File: src/rtl/sr_flag_if.sv
// Request/grant and latch-bank signals shared by sr_flag_ctrl and its two requesters.
interface sr_flag_if #(
    parameter int N_FLAGS = 8,
    parameter int IDX_W   = 3
);
    logic               req0;
    logic               req1;
    logic               op0;
    logic               op1;
    logic [IDX_W-1:0]   idx0;
    logic [IDX_W-1:0]   idx1;
    logic               clr_err;
    logic               gnt0;
    logic               gnt1;
    logic [N_FLAGS-1:0] s_out;
    logic [N_FLAGS-1:0] r_out;
    logic [N_FLAGS-1:0] q;
    logic               busy;
    logic [1:0]         err;

    modport master (
        output req0, req1, op0, op1, idx0, idx1, clr_err,
        input  gnt0, gnt1, s_out, r_out, q, busy, err
    );

    modport slave (
        input  req0, req1, op0, op1, idx0, idx1, clr_err,
        output gnt0, gnt1, s_out, r_out, q, busy, err
    );
endinterface

File: src/rtl/sr_flag_ctrl.sv
// Two-requester round-robin sequencer that drives one-cycle set/reset pulses
// into an external SR-latch bank, with a guard cycle between operations,
// a registered flag mirror and sticky protocol-error bits.
module sr_flag_ctrl #(
    parameter int N_FLAGS = 8,
    parameter int IDX_W   = 3
) (
    input  logic      clk,
    input  logic      rst,
    sr_flag_if.slave  bus
);
    typedef enum logic [1:0] {IDLE, DRIVE, GUARD} state_t;

    localparam int unsigned          NF_I = N_FLAGS;
    localparam logic [IDX_W:0]       NF   = NF_I[IDX_W:0];
    localparam logic [N_FLAGS-1:0]   ONE  = {{(N_FLAGS-1){1'b0}}, 1'b1};

    state_t             state_q, state_d;
    logic               last_q, last_d;
    logic               gnt0_q, gnt0_d;
    logic               gnt1_q, gnt1_d;
    logic [N_FLAGS-1:0] s_q, s_d;
    logic [N_FLAGS-1:0] r_q, r_d;
    logic [N_FLAGS-1:0] flags_q, flags_d;
    logic               busy_q, busy_d;
    logic [1:0]         err_q, err_d;

    logic               win1;
    logic               win_op;
    logic [IDX_W-1:0]   win_idx;
    logic [N_FLAGS-1:0] win_oh;

    // Arbitration, next-state and registered-output computation.
    always_comb begin
        state_d = state_q;
        last_d  = last_q;
        gnt0_d  = 1'b0;
        gnt1_d  = 1'b0;
        s_d     = '0;
        r_d     = '0;
        flags_d = flags_q;
        err_d   = bus.clr_err ? 2'b00 : err_q;
        // On a tie the requester that did not win last time goes first.
        win1    = (bus.req0 && bus.req1) ? ~last_q : bus.req1;
        win_op  = win1 ? bus.op1 : bus.op0;
        win_idx = win1 ? bus.idx1 : bus.idx0;
        win_oh  = ONE << win_idx;

        case (state_q)
            IDLE: begin
                if (bus.req0 || bus.req1) begin
                    state_d = DRIVE;
                    last_d  = win1;
                    gnt0_d  = ~win1;
                    gnt1_d  = win1;
                    if (bus.req0 && bus.req1 && (bus.idx0 == bus.idx1) && (bus.op0 != bus.op1))
                        err_d[0] = 1'b1;
                    if ({1'b0, win_idx} < NF) begin
                        if (win_op) begin
                            s_d     = win_oh;
                            flags_d = flags_q | win_oh;
                        end else begin
                            r_d     = win_oh;
                            flags_d = flags_q & ~win_oh;
                        end
                    end else begin
                        // Out-of-range index: handshake completes, no latch is touched.
                        err_d[1] = 1'b1;
                    end
                end
            end
            DRIVE:   state_d = GUARD;
            GUARD:   state_d = IDLE;
            default: state_d = IDLE;
        endcase

        busy_d = (state_d != IDLE);
    end

    // FSM state register.
    always_ff @(posedge clk or posedge rst) begin
        if (rst) state_q <= IDLE;
        else     state_q <= state_d;
    end

    // Output, pointer, mirror and error registers; last starts at 1 so req0 wins the first tie.
    always_ff @(posedge clk or posedge rst) begin
        if (rst) begin
            last_q  <= 1'b1;
            gnt0_q  <= 1'b0;
            gnt1_q  <= 1'b0;
            s_q     <= '0;
            r_q     <= '0;
            flags_q <= '0;
            busy_q  <= 1'b0;
            err_q   <= 2'b00;
        end else begin
            last_q  <= last_d;
            gnt0_q  <= gnt0_d;
            gnt1_q  <= gnt1_d;
            s_q     <= s_d;
            r_q     <= r_d;
            flags_q <= flags_d;
            busy_q  <= busy_d;
            err_q   <= err_d;
        end
    end

    assign bus.gnt0  = gnt0_q;
    assign bus.gnt1  = gnt1_q;
    assign bus.s_out = s_q;
    assign bus.r_out = r_q;
    assign bus.q     = flags_q;
    assign bus.busy  = busy_q;
    assign bus.err   = err_q;
endmodule
File: src/flat_wrapper.sv
// flat-port wrapper written by rule: the top's interface ports become plain ports
module sr_flag_ctrl_flat 
#(
    parameter int N_FLAGS = 8,
    parameter int IDX_W   = 3
)
  (clk, rst, bus_req0, bus_req1, bus_op0, bus_op1, bus_idx0, bus_idx1, bus_clr_err, bus_gnt0, bus_gnt1, bus_s_out, bus_r_out, bus_q, bus_busy, bus_err);
  sr_flag_if #(.N_FLAGS(N_FLAGS), .IDX_W(IDX_W)) bus_i ();
  input  logic clk;
  input  logic rst;
  input wire logic [$bits(bus_i.req0)-1:0] bus_req0;
  input wire logic [$bits(bus_i.req1)-1:0] bus_req1;
  input wire logic [$bits(bus_i.op0)-1:0] bus_op0;
  input wire logic [$bits(bus_i.op1)-1:0] bus_op1;
  input wire logic [$bits(bus_i.idx0)-1:0] bus_idx0;
  input wire logic [$bits(bus_i.idx1)-1:0] bus_idx1;
  input wire logic [$bits(bus_i.clr_err)-1:0] bus_clr_err;
  output wire logic [$bits(bus_i.gnt0)-1:0] bus_gnt0;
  output wire logic [$bits(bus_i.gnt1)-1:0] bus_gnt1;
  output wire logic [$bits(bus_i.s_out)-1:0] bus_s_out;
  output wire logic [$bits(bus_i.r_out)-1:0] bus_r_out;
  output wire logic [$bits(bus_i.q)-1:0] bus_q;
  output wire logic [$bits(bus_i.busy)-1:0] bus_busy;
  output wire logic [$bits(bus_i.err)-1:0] bus_err;
  assign bus_i.req0 = bus_req0;
  assign bus_i.req1 = bus_req1;
  assign bus_i.op0 = bus_op0;
  assign bus_i.op1 = bus_op1;
  assign bus_i.idx0 = bus_idx0;
  assign bus_i.idx1 = bus_idx1;
  assign bus_i.clr_err = bus_clr_err;
  assign bus_gnt0 = bus_i.gnt0;
  assign bus_gnt1 = bus_i.gnt1;
  assign bus_s_out = bus_i.s_out;
  assign bus_r_out = bus_i.r_out;
  assign bus_q = bus_i.q;
  assign bus_busy = bus_i.busy;
  assign bus_err = bus_i.err;
  sr_flag_ctrl #(.N_FLAGS(N_FLAGS), .IDX_W(IDX_W)) u_core (.clk(clk), .rst(rst), .bus(bus_i));
endmodule
File: config.mk
export PLATFORM = sky130hd
export DESIGN_NAME = sr_flag_ctrl_flat
export DESIGN_NICKNAME = d
export VERILOG_FILES = /design/src/rtl/sr_flag_if.sv /design/src/rtl/sr_flag_ctrl.sv /design/src/flat_wrapper.sv
export SDC_FILE = /design/constraint.sdc
export NUM_CORES = 1
export LEC_CHECK = 0
export CORE_MARGIN = 3
export CORE_UTILIZATION = 39
export CTS_BUF_LIST = sky130_fd_sc_hd__clkbuf_4 sky130_fd_sc_hd__clkbuf_8 sky130_fd_sc_hd__clkbuf_16
export DETAILED_ROUTE_END_ITERATION = 16
export GPL_TIMING_DRIVEN = 0
export PLACE_DENSITY = 0.7
export SLEW_MARGIN = 20
export SYNTH_ARGS = -nofsm -noshare
export SYNTH_HDL_FRONTEND = slang
export SYNTH_SLANG_ARGS = --single-unit
File: constraint.sdc
create_clock -name clk -period 1.62 [get_ports clk]
set_input_delay 0.243 -clock clk [delete_from_list [all_inputs] [get_ports clk]]
set_output_delay 0.243 -clock clk [all_outputs]
set_load 0.05 [all_outputs]
==> reports/metrics.csv, run 1 <==
stage,metric,value,unit
global_routing,grt_antenna_before_repair,0,
die,die-area,0.00382,mm^2
synthesis,synth_mux_area_share,4.63,%
worst_setup_path,critPathSlowestCell,or3_4,
power,power,2.93,mW
sta,fin_crit_sh,108,%
clock_network,cts.sinks,31,
clock_network,h-tree-depth,2,
synthesis,seq_area_frac_synth,63.9,%
power,clock_power_share,15.4,%
placed_design,routabilityCongestion,0.798,
cells_and_area,nets,167,
cells_and_area,synthToLayoutAreaGrowth,54.9,%
synthesis,synth_area,0.00122,mm^2
die,start_util,42.6,%
global_routing,grt_pass1_vias,982,
detailed_routing,dr.first_iter.drc_count,27,
detailed_routing,drc,0,
global_routing,grt.overflow.total,0,
flow_run,drv.max_cap_violation_count,0,
status,violations,setup timing,
sta,skew,0.00509,ns
sta,fin_ws,-0.137,ns
cells_and_area,layout-drive-gt1-share,31.8,%
global_routing,grt_pass1_wl,4520,um
global_routing,grt.total_usage,16.8,%
worst_setup_path,crit_start,u_core.last_q$_DFFE_PP1P_,
synthesis,synth_fa_ha_area_share,0,%
synthesis,synth_xor_area_share,2.88,%
sta,setup_viol,13,
worst_setup_path,worstReg2RegStart,u_core.last_q$_DFFE_PP1P_,
synthesis,yosysUniqueCellTypes,32,
sta,fin_crit,1.76,ns
clock_network,clkLatencyLatePin,0.32,ns
die,core.rowCount,19,
power,seqPwrFrac,36.1,%
sta,worst_pin_slew,0.642,ns
detailed_routing,route.antenna.remaining_nets,0,
worst_setup_path,crit_chain,a21boi_4 > mux2_4 > or3_4 > o22a_1,
clock_network,cts_root_buf,clkbuf_4,
synthesis,synth_nets,114,
sta,fmax,569,MHz
worst_setup_path,end_kind,flop,
detailed_routing,firstDrtPassIters,4,
die,fp.dieH,61.8,um
power,p_int,1.62,mW
detailed_routing,drt-vias-per-instance,5.39,
clock_network,cts.path.max_buffers,2,
placed_design,dpl_cell_area,0.00166,mm^2
sta,timing.slew.headroom,57.2,%
synthesis,yosys.area.top_type,dfrtp_1,
cells_and_area,stdcell_area,0.00188,mm^2
worst_setup_path,cpPeakStageDelay,0.41,ns
clock_network,cts_tree,built,
sta,slew_viol_final,0,
clock_network,cts_buffers,5,
placed_design,hpwl,2030,um
detailed_routing,routed_wirelength,2980,um
sta,rsz0062_at_grt,true,
synthesis,synth-seq-cells,31,
detailed_routing,post_drt_wl_per_cell,16.1,um
worst_setup_path,cp_data_arrival_time,1.98,ns
die,fp.dieW,61.8,um
power,p_leak,0.906,nW
clock_network,clkSlewWorstSetupHoldPaths,0.09,ns
global_routing,grt_max_degree,32,
synthesis,synth_top_family_by_area,simple AND/OR/NAND/NOR gates,
synthesis,synth-compound-area-share,9.77,%
placed_design,port-buffer-count,40,
synthesis,yosysTopAreaCellShare,61.7,%
power,power_density,1560,mW/mm^2
power,power_switching,1.31,mW
worst_hold_path,hp-class,input pin to async pin,
synthesis,synth_warnings,0,
cells_and_area,antennaDiodeCount,0,
worst_setup_path,cp_data_required_time,1.84,ns
power,p_comb_share,48.4,%
synthesis,avgSynthCellArea,12.0,um^2
synthesis,synthCells,101,
power,max-vdd-ir-drop,0.909,mV
cells_and_area,nFillCells,228,
power,swShare,44.7,%
synthesis,synth_simple_gate_area_share,15.6,%
detailed_routing,vias,998,
die,coreArea,0.00285,mm^2
worst_setup_path,path_max_fanout,6,
synthesis,synth_area_leaders,"dfrtp_1, nor2_1, o2bb2ai_1",
status,status,"finished, violations left",
worst_setup_path,critPathLaunchType,flop,
die,io_pins,42,
worst_setup_path,path_class,flop to flop,
sta,hold_violations,0,
[cells in the final DEF (no fill, tap or decap), types with 3 or more instances in the layout]
cell / netlist / layout
dfrtp_1: 30 / 30
nor2_1: 20 / 12
buf_6: 0 / 6
dlygate4sd2_1: 0 / 30
nor2_4: 0 / 3
buf_4: 1 / 5
nor2_2: 0 / 5
clkdlybuf4s50_1: 0 / 10
clkbuf_4: 0 / 5
[logic make-up after synthesis]
| logic type | after synthesis |
|---|---|
| other | 1 |
| AOI/OAI and AO/OA | 14 |
| buffers and inverters | 8 |
| DFF | 31 |
| muxes | 5 |
| xor gates and xnor gates | 4 |
| and+or+nand+nor | 38 |
[through the flow]
stage	util [%]	worst slack [ns]	setup TNS [ns]	cells	hold WS, ns
final	66.1	-0.137	-0.849	185	0.316
after global routing	66.1	-0.181	-2.18	185	0.373
after CTS	63.0	-0.118	-0.663	184	0.335
after detailed placement	58.2	-0.692	-16.47	172	0.433
after global placement	58.2	-0.640	-13.52	172	0.423
after floorplan	-	-0.0841	-0.168	101	0.326
[layer usage]
layer  vias to the layer above  global-route usage (%)  share of wire (%)
met5                         -                       0                  0
met4                         0                    5.76               0.97
met3                         4                    6.40                4.8
met2                        34                    26.8                 53
met1                       506                    21.1                 41
li1                        454                       -                  -
[cells in the mapped netlist]
| library cell | instances |
|---|---|
| a21oi_1 | 1 |
| o21ai_1 | 1 |
| mux2i_2 | 1 |
| dfstp_2 | 1 |
| nand3_1 | 2 |
| inv_1 | 2 |
| clkinv_1 | 1 |
| nor2_1 | 20 |
| o41ai_1 | 2 |
| o21ai_0 | 2 |
| clkbuf_1 | 3 |
| o2bb2ai_1 | 4 |
| nand4_1 | 2 |
| conb_1 | 1 |
| or3_1 | 2 |
| a21boi_4 | 1 |
| nor2b_1 | 1 |
| or2_2 | 2 |
| nand2_1 | 2 |
| a32o_1 | 1 |
| nor4_1 | 1 |
| o22a_1 | 2 |
| buf_2 | 1 |
| mux2i_1 | 2 |
| dfrtp_1 | 30 |
| nand4b_1 | 2 |
| nor4b_1 | 2 |
| buf_4 | 1 |
| xor2_1 | 2 |
| xnor2_1 | 2 |
| nand2b_1 | 2 |
| mux2_2 | 2 |
[critical path, delay by kind of cell (launching register included)]
kind / cells / cell delay, ns
compound gates: 2 / 0.49
flops: 1 / 0.39
mux: 1 / 0.35
simple gates: 1 / 0.41
[worst paths after layout]
path	endpoint	slack, ns	cells past startpoint
min	u_core.bus.gnt1$_DFF_PP0_	0.32	2
min reg2reg	u_core.state_q[1]$_DFF_PP0_	0.44	1
max	flop	-0.14	4
min in group clk	u_core.bus.gnt1$_DFF_PP0_	0.35	3
max reg2reg	flop	-0.14	4
max in group asynchronous	u_core.bus.r_out[5]$_DFF_PP0_	0.88	2
[power by group through the flow]
stage / combinational (mW) / sequential, mW / clock (mW)
3_5_place_dp: 1.30 / 1.08 / 0
6_report: 1.42 / 1.06 / 0.453
5_1_grt: 1.50 / 1.08 / 0.489
2_1_floorplan: 0.357 / 1.58 / 0
3_3_place_gp: 1.28 / 1.07 / 0
4_1_cts: 1.33 / 1.06 / 0.463
[what timing repair did]
action	CTS	global route
buffers inserted	6	2
setup endpoints to repair	54	24
hold buffers	0	0
resized for setup	50	22
pin swaps	6	5
[final cells by class]
class / instances / area [um^2] / share of cell area, %
Sequential cell: 31 / 777 / 41.2
Multi-Input combinational cell: 62 / 529 / 28.1
Timing Repair Buffer: 48 / 438 / 23.2
Clock buffer: 6 / 51.3 / 2.72
Tap cell: 31 / 38.8 / 2.06
Buffer: 3 / 30.0 / 1.59
Inverter: 3 / 15.0 / 0.797
Clock inverter: 1 / 5.00 / 0.266
(Power assumes the default switching activity.)
==> run 2, diff against run 1 <==
--- a/config.mk
+++ b/config.mk
@@ -6,11 +6,12 @@
 export NUM_CORES = 1
 export LEC_CHECK = 0
 export CORE_MARGIN = 3
-export CORE_UTILIZATION = 39
+export CORE_UTILIZATION = 44
 export CTS_BUF_LIST = sky130_fd_sc_hd__clkbuf_4 sky130_fd_sc_hd__clkbuf_8 sky130_fd_sc_hd__clkbuf_16
 export DETAILED_ROUTE_END_ITERATION = 16
 export GPL_TIMING_DRIVEN = 0
-export PLACE_DENSITY = 0.7
+export PLACE_DENSITY = 0.75
+export RECOVER_POWER = 50
 export SLEW_MARGIN = 20
 export SYNTH_ARGS = -nofsm -noshare
 export SYNTH_HDL_FRONTEND = slang
==> constraint.sdc (replaced) <==
create_clock -name clk -period 1.9 [get_ports clk]
set_input_delay 0.285 -clock clk [delete_from_list [all_inputs] [get_ports clk]]
set_output_delay 0.285 -clock clk [all_outputs]
set_load 0.05 [all_outputs]
==> run 2 against run 1 <==
The run now ends clean. Clock-buffer cell count stayed put. Routed wire length fell by 7.1%. Via count down 5.0%. Worst hold slack gained 0.00076 ns. Die area decreased by 10%. Non-clock buffer count decreased by 3. Critical path depth fell by 3. Combinational power decreased by 20%. Design area is 5.2% lower. First-iteration DRC count is 56% lower. Power is 12% lower. Register-to-register slack improved by 0.26 ns.
==> reports/metrics.csv, run 2 (synthesis gave the netlist of run 1 again) <==
stage,metric,value,unit
status,status,finished clean,
detailed_routing,post_drt_wl_per_cell,15.2,um
worst_setup_path,critPathSlowestCell,clkdlybuf4s50_1,
placed_design,routabilityCongestion,0.751,
global_routing,grt.overflow.total,0,
cells_and_area,synthToLayoutAreaGrowth,46.8,%
global_routing,grt_pass1_vias,1008,
cells_and_area,stdcell_area,0.00179,mm^2
clock_network,h-tree-depth,2,
power,power,2.58,mW
clock_network,clkSlewWorstSetupHoldPaths,0.09,ns
worst_setup_path,cp_data_arrival_time,1.51,ns
sta,fin_crit_sh,94.2,%
placed_design,port-buffer-count,40,
global_routing,grt_pass1_wl,4700,um
sta,worst_pin_slew,1.12,ns
cells_and_area,seqCellArea,777,um^2
worst_setup_path,rr_worst_depth,5,
cells_and_area,antennaDiodeCount,0,
worst_hold_path,hp-class,input pin to flop,
clock_network,cts.sinks,31,
detailed_routing,routed_wirelength,2770,um
cells_and_area,nets,164,
detailed_routing,route.antenna.remaining_nets,0,
worst_hold_path,hold_start,bus_req1,
clock_network,cts_tree,built,
worst_setup_path,crit_chain,clkdlybuf4s50_1,
worst_setup_path,r2r_slack,0.12,ns
flow_run,drv.max_cap_violation_count,0,
die,fp.dieW,58.6,um
clock_network,cts.path.max_buffers,2,
detailed_routing,drc,0,
detailed_routing,dr.first_iter.drc_count,12,
die,core.rowCount,18,
worst_hold_path,holdPathStages,3,
clock_network,clkLatencyLatePin,0.33,ns
worst_hold_path,holdPathEnd,u_core.bus.gnt1$_DFF_PP0_,
global_routing,grt_max_degree,32,
worst_setup_path,cpPeakStageDelay,0.81,ns
cells_and_area,layout-drive-gt1-share,16.4,%
power,power_density,1450,mW/mm^2
sta,fin_crit,1.79,ns
die,die-area,0.00343,mm^2
clock_network,cts_root_buf,clkbuf_4,
placed_design,dp.cells,171,
global_routing,grt.total_usage,18.8,%
sta,skew,0.00516,ns
cells_and_area,mostFrequentLayoutCells,"clkdlybuf4s50_1, dfrtp_1, nor2_1",
worst_setup_path,end_kind,output port,
global_routing,grt_antenna_before_repair,0,
power,p_leak,0.786,nW
die,start_util,47.8,%
placed_design,hpwl,1910,um
worst_setup_path,crit_family,buffers and inverters,
worst_setup_path,worstReg2RegStart,u_core.last_q$_DFFE_PP1P_,
power,max-vdd-ir-drop,1.13,mV
cells_and_area,nFillCells,189,
sta,timing.slew.headroom,25.2,%
die,io_pins,42,
worst_setup_path,path_max_fanout,2,
sta,fmax,558,MHz
detailed_routing,vias,948,
cells_and_area,finalNonFillerCells,182,
die,fp.dieH,58.6,um
worst_setup_path,critPathLaunchType,flop,
sta,hold_violations,0,
cells_and_area,multi_input_area,423,um^2
detailed_routing,firstDrtPassIters,4,
worst_setup_path,path_buf_inv,1,
worst_setup_path,cp_data_required_time,1.62,ns
sta,setup_viol,0,
sta,rsz0062_at_grt,false,
sta,slew_viol_final,0,
cells_and_area,final_common_cell,clkdlybuf4s50_1,
detailed_routing,drt-vias-per-instance,5.21,
placed_design,dpl_cell_area,0.00165,mm^2
worst_setup_path,path_class,flop to output port,
die,coreArea,0.00254,mm^2
cells_and_area,utilization,70.2,%
clock_network,cts_buffers,5,
==> run 2: final cells by class <==
type / instances / area share, %
multi-input cells: 62 / 23.7
flip-flops and latches: 31 / 43.5
well taps: 30 / 2.10
plain buffers: 5 / 1.47
clock inverters: 2 / 1.96
inverters: 3 / 0.631
clock buffers: 6 / 2.87
repair buffers: 43 / 23.8
==> run 2: what timing repair did <==
action                     CTS  global route
hold buffers                 0             0
pin swaps                    1             0
gates resized for setup      4             4
setup buffers                3             0
setup endpoints to repair    7            17
==> run 2: stage by stage <==
stage	setup TNS, ns	setup WS (ns)	hold WS [ns]
floorplan	0	0.136	0.368
global placement	-6.53	-0.404	0.424
detailed placement	-7.72	-0.435	0.435
CTS	0	0.0138	0.401
global route	0	0.0218	0.316
finish	0	0.109	0.317
==> run 2: metal layers <==
metal,wire (um),global-route usage [%],part of all wire [%],vias up
met1,1150,22.4,42,463
met4,55,7.77,2.0,0
met5,0,0,0,-
li1,-,-,-,449
met3,161,7.68,5.8,7
met2,1400,30.5,51,29
==> run 2: worst max-delay path by stage <==
stage	end	cells past startpoint
after floorplan	flop	5
after global placement	flop	6
after detailed placement	flop	6
after CTS	flop	5
after global routing	flop	5
final	bus_q[5]	1
==> run 2: power by group <==
part / leakage (nW) / internal, mW / switching [mW] / total (mW)
Sequential: 0.407 / 0.823 / 0.0806 / 0.904
Clock: 0.0482 / 0.311 / 0.223 / 0.534
Combinational: 0.331 / 0.389 / 0.756 / 1.14
Total: 0.786 / 1.52 / 1.06 / 2.58
==> run 3, diff against run 2 <==
--- a/config.mk
+++ b/config.mk
@@ -12,7 +12,6 @@
 export GPL_TIMING_DRIVEN = 0
 export PLACE_DENSITY = 0.75
 export RECOVER_POWER = 50
-export SLEW_MARGIN = 20
 export SYNTH_ARGS = -nofsm -noshare
 export SYNTH_HDL_FRONTEND = slang
 export SYNTH_SLANG_ARGS = --single-unit
==> results of run 3 <==
The final DEF is identical to that of run 2; final timing and power are the same.
